--- src/rtl/bin2bcd_seq_pkg.sv ---
// Shared definitions for the sequential binary-to-BCD converter:
// FSM state encoding and the decimal digit-count helper.
package bin2bcd_seq_pkg;

    typedef enum logic [1:0] {
        IDLE  = 2'd0,
        SHIFT = 2'd1,
        DONE  = 2'd2
    } state_t;

    // ceil(n_bits * log10(2)) in integer arithmetic (log10(2) ~= 0.30103)
    function automatic int digit_count(input int n_bits);
        return (n_bits * 30103 + 99999) / 100000;
    endfunction

endpackage

--- src/rtl/bin2bcd_seq_bcd_add3.sv ---
// Double-dabble digit correction: add 3 to a BCD digit whose value is 5 or more,
// so the following left shift carries correctly into the next decimal digit.
module bcd_add3 (
    input  logic [3:0] din,
    output logic [3:0] dout
);

    always_comb begin
        dout = (din >= 4'd5) ? din + 4'd3 : din;
    end

endmodule

--- src/rtl/bin2bcd_seq.sv ---
// Sequential double-dabble binary-to-BCD converter: one bit per clock,
// Start/Ready handshake in, one-cycle Done pulse with a registered BCD result out.
module bin2bcd_seq
    import bin2bcd_seq_pkg::*;
#(
    parameter int N_BITS   = 8,
    parameter int N_DIGITS = digit_count(N_BITS)
) (
    input  logic                  CLOCK_50,
    input  logic                  Resetn,
    input  logic                  Start,
    input  logic [N_BITS-1:0]     Bin,
    output logic                  Ready,
    output logic                  Done,
    output logic [4*N_DIGITS-1:0] BCD
);

    localparam int CNT_W = $clog2(N_BITS + 1);
    localparam int ACC_W = 4 * N_DIGITS;

    state_t             state, state_nxt;
    logic [N_BITS-1:0]  sr;
    logic [ACC_W-1:0]   acc;
    logic [ACC_W-1:0]   bcd_r;
    logic [CNT_W-1:0]   cnt;

    logic [ACC_W-1:0]        corrected;
    logic [ACC_W+N_BITS-1:0] shifted;
    logic                    last_shift;

    for (genvar i = 0; i < N_DIGITS; i++) begin : g_add3
        bcd_add3 u_add3 (
            .din  (acc[4*i +: 4]),
            .dout (corrected[4*i +: 4])
        );
    end

    always_comb begin
        shifted    = {corrected, sr} << 1;
        last_shift = (cnt == CNT_W'(N_BITS - 1));
    end

    // NOTE: sequential state uses non-blocking (<=) so every register samples
    // pre-edge values; blocking here would create order-dependent simulation.
    always_ff @(posedge CLOCK_50) begin
        if (!Resetn) begin
            state <= IDLE;
        end else begin
            state <= state_nxt;
        end
    end

    // NOTE: every combinational output gets a default first, so no path through
    // the case statement leaves it unassigned and infers a latch.
    always_comb begin
        state_nxt = state;
        unique case (state)
            IDLE:    if (Start) state_nxt = SHIFT;
            SHIFT:   if (last_shift) state_nxt = DONE;
            DONE:    state_nxt = IDLE;
            default: state_nxt = IDLE;
        endcase
    end

    always_comb begin
        Ready = (state == IDLE);
        Done  = (state == DONE);
    end

    // Datapath: BCD is only loaded on the final shift, so intermediate
    // accumulator values never reach the output.
    always_ff @(posedge CLOCK_50) begin
        if (!Resetn) begin
            sr    <= '0;
            acc   <= '0;
            cnt   <= '0;
            bcd_r <= '0;
        end else begin
            unique case (state)
                IDLE: begin
                    if (Start) begin
                        sr  <= Bin;
                        acc <= '0;
                        cnt <= '0;
                    end
                end
                SHIFT: begin
                    acc <= shifted[ACC_W+N_BITS-1:N_BITS];
                    sr  <= shifted[N_BITS-1:0];
                    cnt <= cnt + 1'b1;
                    if (last_shift) bcd_r <= shifted[ACC_W+N_BITS-1:N_BITS];
                end
                default: ;
            endcase
        end
    end

    assign BCD = bcd_r;

endmodule

--- config.mk ---
export PLATFORM = sky130hd
export DESIGN_NAME = bin2bcd_seq
export DESIGN_NICKNAME = d
export VERILOG_FILES = /design/src/rtl/bin2bcd_seq_pkg.sv /design/src/rtl/bin2bcd_seq_bcd_add3.sv /design/src/rtl/bin2bcd_seq.sv
export SDC_FILE = /design/constraint.sdc
export NUM_CORES = 1
export LEC_CHECK = 0
export BUFFER_PORTS_ARGS = -buffer_cell sky130_fd_sc_hd__buf_2
export CORE_UTILIZATION = 50
export CTS_BUF_LIST = sky130_fd_sc_hd__clkbuf_8 sky130_fd_sc_hd__clkbuf_16
export DETAILED_ROUTE_END_ITERATION = 16
export PLACE_DENSITY = 0.71
export SKIP_CTS_REPAIR_TIMING = 1
export SLEW_MARGIN = 20
export SYNTH_ARGS = -nofsm -noshare
export SYNTH_HDL_FRONTEND = slang
export SYNTH_HIERARCHICAL = 1
export SYNTH_SLANG_ARGS = --single-unit
--- constraint.sdc ---
create_clock -name CLOCK_50 -period 2.85 [get_ports CLOCK_50]
set_input_delay 0.57 -clock CLOCK_50 [delete_from_list [all_inputs] [get_ports CLOCK_50]]
set_output_delay 0.57 -clock CLOCK_50 [all_outputs]
set_load 0.01 [all_outputs]
Word level (Yosys, flattened, before mapping)
Index checks and enable logic that the tools add are counted.
{"block": "word_totals", "regBits": 38, "inputBits": 11, "output_inout_bits": 14, "elab_cells": 34}
{"block": "op_classes", "add_sub_neg": 4, "n_lt_le_gt_ge": 3, "n_eq_ne": 5, "n_mux": 12, "reduce_logical": 5}
{"operator": "$pmux 12 s2", "count": 1}
{"operator": "$pmux 8 s2", "count": 1}
{"operator": "$ge 4x3->1 const B", "count": 3}
{"operator": "$mux 12", "count": 1}
{"operator": "$mux 4", "count": 3}
{"operator": "$add 4x2->4 const B", "count": 2}
{"operator": "$mux 8", "count": 1}
{"operator": "$pmux 4 s2", "count": 1}
{"operator": "$reduce_and 2->1", "count": 3}
{"operator": "$add 4x1->4 const B", "count": 1}
{"operator": "$eq 4x3->1 const B", "count": 1}
{"operator": "$mux 2", "count": 2}
{"operator": "$ne 2x2->1 const B", "count": 2}
{"operator": "$pmux 2 s2", "count": 1}
{"operator": "$add 3x2->3 const B", "count": 1}
{"operator": "$mux 3", "count": 1}
{"operator": "$eq 2x1->1 const B", "count": 1}
{"operator": "$eq 2x2->1 const B", "count": 1}
{"operator": "$logic_not 2->1", "count": 1}
{"operator": "$reduce_bool 2->1", "count": 1}

Depth between registers and ports, before layout
Gate-level depths: netlist (run 1).
{"block": "depth", "word_depth": 3, "depth_mapped": 7, "ltp_nobuf": 7}

Cells and area by module
Netlist (run 1), hierarchy kept.
{"module": "bin2bcd_seq", "n_inst": 1, "cells_each": 157, "area_each_um2": 1544.0, "seq_area_each_um2": 760.7}
{"module": "bcd_add3", "n_inst": 3, "cells_each": 16, "area_each_um2": 101.3, "seq_area_each_um2": 0.0}

Worst setup path after synthesis (run 1)
Ideal clock, no wire load.
{"block": "synth_timing", "path_kind": "register -> output", "start": "register state[1]", "end": "output port Done", "arrival_ns": 0.883, "required_time_ns": 2.280, "path_slack_ns": 1.397, "stages_incl_launch_ff": 3, "path_buffers": 1, "cell_sequence": "dfxtp_1 > clkbuf_1 > nor2b_1"}
{"block": "synth_via", "elab_chain_cells": 1}
{"element": "from (decl)", "line": "bin2bcd_seq.sv:21", "text": "state_t state, state_nxt;"}
{"element": "from (signal assigned)", "line": "bin2bcd_seq.sv:49", "text": "state <= state_nxt;"}
{"element": "$eq 2x2->1", "line": "bin2bcd_seq.sv:67", "text": "Done = (state == DONE);"}
{"element": "to (decl)", "line": "bin2bcd_seq.sv:14", "text": "output logic Done,"}
No other way between the ends.

Worst setup path in the final report (run 1)
Ends and elaborated chain as after synthesis.

==> summary.md, run 1 <==
| Metric | Value |
|---|---|
| Outcome | complete, no violations |
| Detail Route Antenna Nets | 0 |
| CP arrival | 1210 ps |
| Non-Filler Instances | 270 |
| Area post-placement | 1960 sq um |
| Die width | 62.5 um |
| Maximum VDD drop | 0.223 mV |
| Via count | roughly 1400 |
| Layout cells sized above 1 | 0.214 |
| Sink Count | 38 |
| Die height | 62.5 um |
| Placed insts | 262 |
| Maximum clock rate | around 0.56 GHz |
| CTS max path bufs | 2 |
| Clock latency at the later pin of the worst-skew pair | 290 ps |
| Clk_skew | 6.34 ps |
| Worst-path maximum fanout | 15 |
| Inserted Clock Buffers | 5 |
| Post-Syn Area | 1830 sq um |
| Die area | 3900 sq um |
| Mapped Nets | between 200 and 250 |
| Vias in the first global route | 1477 |
| Tcrit/Tclk final | 0.624 |
| Slew headroom | 0.457 |
| Layout Nets | 241 |
| Max H-tree Level | 2 |
| Setup ws final | approximately 1100 ps |
| Drt total wl | 3520 um |
| Root buffer cell | clkbuf_8 |
| CP Launch Type | register |
| HP Class | register to register |
| Worst Setup End Kind | output port |
| Final design area excluding fillers | 2050 sq um |
| CP bufs+invs | 1 |
| CP required | 2280 ps |
| Clk slew on worst S/H paths | 70 ps |
| Setup TNS | 0 ps |
| Syn_area_per_cell | 9.09 sq um |
| Slew @ Worst Pin | 811 ps |
| WS Path Type | register to output port |
| Leakage | 0.848 nW |
| Syn Inst Count | 201 |
| Final core utilization | 0.600 |
| Ports | 25 |
| Fillcell total | ~300 |
| Slowest-stage cell, CP | dfxtp_1 |
| Starting Density | 0.535 |
| Crit path largest cell delay | just over 600 ps |
| PortBufs | 24 |
| Critical-path cell list | nor2b_1, buf_2 |
| Total core area | around 3400 sq um |
| CTS tree | built |
| Synth-to-Final Area Change | 12.1% |
| Final Slew Violations | 0 |
| Post-Place Worst Slack | about 1100 ps |
| GPL Wtd Cong | 0.711 |
| DRT Pass-1 Iters | 4 |
| Total track usage | 0.209 |
| Remaining routing DRC violations | 0 |
| Yosys warns | 6 |
| Row cnt | 21 |
| First-pass GRT wire length | 6510 um |
| Final setup fails | 0 |
| Maxcap violations | 0 |
| Via/cell ratio | 5.29 |
| PwrDens | 491 nW/um^2 |
| # diodes | 0 |
| Largest delay contributor family on the critical path | flip-flops |
| HPWL Detailed | 2480 um |
| RSZ-0062 raised after global routing | no |
| WL per Instance | roughly 13 um |
| Period minus WS final | 1780 ps |
| Initial antenna violation count | 0 |
| DRC marker count from the first detailed-route iteration | 51 |
| Fin. Hold Viols | 0 |
| Largest net degree at the start of global routing | 34 |
| GR Overflow Total | 0 |
## placed cells by master, fill, tap and decap left out, drive strengths merged, types with 3 or more instances in the layout
| cell type | count |
|---|---|
| nand2 | 39 |
| dfxtp | 38 |
| a21oi | 10 |
| clkbuf | 6 |
| nor2 | 14 |
| mux2i | 16 |
| ha | 7 |
| o21ai | 5 |
| nand2b | 6 |
| inv | 10 |
| xnor2 | 3 |
| o221a | 7 |
| nor2b | 7 |
| a22o | 13 |
| buf | 27 |
## final cells by class
type,count,area [sq um],area share
clock buffer,6,82.6,0.0403
clock inverter,2,8.76,0.00427
inverter,9,33.8,0.0165
multi-input combinational,142,963,0.470
sequential,38,761,0.371
tap,46,57.6,0.0281
timing repair buffer,27,143,0.0696
## stage by stage
step                hold slack, ps  power, mW
finish                         455       1.01
global route                   476       1.05
CTS                            458       1.01
detailed placement             448      0.643
global placement               439      0.640
floorplan                      442      0.624
## registers in the layout (all words and copies together) (netlist names)
| name | count |
|---|---|
| BCD | 12 |
| acc | 12 |
| sr | 8 |
| cnt | 4 |
| state | 2 |
## worst reg2reg max path, cell delays in order (launching register included)
cell and delay [ps]:
dfxtp_1 450, nand2b_4 240, nor3_4 680, mux2i_1 270
## per-layer routing
layer,up-vias,global-route usage,share of wire
met3,5,0.0584,0.036
li1,737,-,-
met2,24,0.360,0.49
met4,0,0.0698,0.016
met1,663,0.249,0.46
met5,-,0,0
## worst paths after layout
kind	cells after the start	end	slack, ps	start
setup / recovery	2	Done	1070	state[1]
hold / removal	2	BCD[6]	450	BCD[6]
setup reg to reg	3	BCD[9]	1140	state[1]
hold reg to reg	2	BCD[6]	450	BCD[6]
## report_power, final
group	total (mW)	internal, mW	switching, mW	leakage (nW)
Clock	0.375	0.192	0.183	0.0524
Sequential	0.552	0.544	0.00829	0.309
Combinational	0.0789	0.0341	0.0448	0.487
Total	1.01	0.769	0.236	0.848
Power figures use the tool's default switching activity.
==> run 2: changes to the inputs <==
==> constraint.sdc (replaced) <==
create_clock -name CLOCK_50 -period 1.8 [get_ports CLOCK_50]
set_input_delay 0.36 -clock CLOCK_50 [delete_from_list [all_inputs] [get_ports CLOCK_50]]
set_output_delay 0.36 -clock CLOCK_50 [all_outputs]
set_load 0.01 [all_outputs]
==> run 2 against run 1 <==
  * Utilization grew 0.84 points
  * Hold slack lost 67 ps
  * Register-to-register slack lost 920 ps
  * Critical path depth grew 1
  * Clock skew shrank 0.75 ps
  * Power grew 71%
  * Die area is the same
  * Critical endpoint unchanged
==> summary.md, run 2 (synthesized netlist as in run 1, its figures left out) <==
| Metric | Value |
|---|---|
| Outcome | complete, no violations |
| Maximum VDD drop | about 0.5 mV |
| Setup TNS | 0 ps |
| First-pass GRT wire length | roughly 5800 um |
| Root buffer cell | clkbuf_8 |
| Critical-path cell list | buf_4, nor2b_1, buf_2 |
| Switching Share | 0.213 |
| Final design area excluding fillers | 2080 sq um |
| Total core area | around 3400 sq um |
| WL per Instance | 12.5 um |
| Via count | approximately 1400 |
| Most frequent cells in the layout | nand2_1 (39), dfxtp_1 (38), buf_2 (24), mux2i_1 (16) |
| Initial antenna violation count | 0 |
| Psw | 0.367 mW |
| Clk_skew | 5.59 ps |
| Slew headroom | 0.448 |
| Detail Route Antenna Nets | 0 |
| DRT Pass-1 Iters | 4 |
| Layout Nets | 242 |
| Sequential share of power | 0.509 |
| Die area | 3900 sq um |
| RSZ-0062 raised after global routing | no |
| Worst-path maximum fanout | 18 |
| Inserted Clock Buffers | 5 |
| Final Slew Violations | 0 |
| Period minus WS final | 1580 ps |
| Internal | 1.36 mW |
| Leakage | 0.859 nW |
| Synth-to-Final Area Change | 13.7% |
| HP Class | primary input to register |
| Post-Place Worst Slack | between 200 and 300 ps |
| CTS tree | built |
| Fillcell total | 306 |
| Clock share of power | 0.422 |
| Starting Density | 0.535 |
| Row cnt | 21 |
| Total track usage | 0.188 |
| DRC marker count from the first detailed-route iteration | 86 |
| Setup ws final | 222 ps |
| Slew @ Worst Pin | roughly 820 ps |
| GR Overflow Total | 0 |
| Die height | 62.5 um |
| Logic gate share of total power | 0.069 |
| Drt total wl | about 3400 um |
| Max H-tree Level | 2 |
| Fin. Hold Viols | 0 |
| CTS max path bufs | 2 |
| Placed insts | 263 |
| CP required | 1440 ps |
| CP Launch Type | register |
| Crit path largest cell delay | 470 ps |
| PortBufs | 24 |
| Via/cell ratio | approximately 5.3 |
| Worst Setup End Kind | output port |
| Maxcap violations | 0 |
| Maximum clock rate | 0.634 GHz |
| Ports | 25 |
| Tcrit/Tclk final | 0.877 |
| Remaining routing DRC violations | 0 |
| Clk slew on worst S/H paths | 70 ps |
| CP arrival | 1220 ps |
| Sink Count | 38 |
| Die width | 62.5 um |
| Largest net degree at the start of global routing | 34 |
| Area post-placement | 1970 sq um |
| Most common cell after layout, fill and taps aside | nand2_1 |
| GPL Wtd Cong | 0.746 |
| HPWL Detailed | 2400 um |
| PwrDens | 829 nW/um^2 |
| WS Path Type | register to output port |
| Vias in the first global route | 1344 |
| Clock latency at the later pin of the worst-skew pair | around 290 ps |
| Layout cells sized above 1 | 0.219 |
| # diodes | 0 |
| Non-Filler Instances | 270 |
| Slowest-stage cell, CP | dfxtp_1 |
| Final setup fails | 0 |
-- run 2: cell count changes in the layout (fill, tap and decap cells not counted) --
| cell | delta |
|---|---|
| inv_1 | -1 |
| buf_4 | +1 |
| bufinv_16 | +1 |
| clkinv_2 | -1 |
-- run 2: per-layer routing --
layer / wire length [um] / track usage / part of all wire / up-vias
li1: - / - / - / 735
met1: 1630 / 0.221 / 0.48 / 655
met2: 1600 / 0.327 / 0.47 / 22
met3: 112 / 0.0438 / 0.033 / 6
met4: 41 / 0.0785 / 0.012 / 0
met5: 0 / 0 / 0 / -
-- run 2: final timing paths --
| path | startpoint | slack, ps | endpoint | cells past startpoint |
|---|---|---|---|---|
| worst max-delay path | state[0] | 220 | Done | 3 |
| worst min-delay path | Resetn | 390 | cnt[2] | 3 |
| worst max register to register | acc[5] | 220 | BCD[6] | 7 |
| worst min register to register | BCD[8] | 450 | BCD[8] | 2 |
-- run 2: area by class of cell --
| class | instances | area (sq um) | area share |
|---|---|---|---|
| Inverter | 9 | 33.8 | 0.0163 |
| Clock inverter | 1 | 30.0 | 0.0144 |
| Clock buffer | 6 | 82.6 | 0.0397 |
| Multi-Input combinational cell | 142 | 963 | 0.464 |
| Timing Repair Buffer | 28 | 150 | 0.0722 |
| Sequential cell | 38 | 761 | 0.366 |
| Tap cell | 46 | 57.6 | 0.0277 |
-- run 2: through the flow --
step                total power, mW   util  hold WS [ps]
finish                         1.72  0.608           388
detailed placement             1.02  0.575           449
global route                   1.79  0.608           421
CTS                            1.75  0.608           383
floorplan                     0.989      -           442
global placement               1.01  0.575           438
-- run 2: critical path: cells and delay by family (launching register included) --
family                 cells  cell delay, ps
flip-flops                 1             470
AND/OR/NAND/NOR            1              60
buffers and inverters      2             410
-- run 2: power by group through the flow --
stage	clock network (mW)	logic, mW	registers (mW)
floorplan	0	0.0975	0.891
global placement	0	0.116	0.894
detailed placement	0	0.120	0.895
CTS	0.752	0.121	0.876
global route	0.779	0.132	0.879
finish	0.728	0.119	0.877
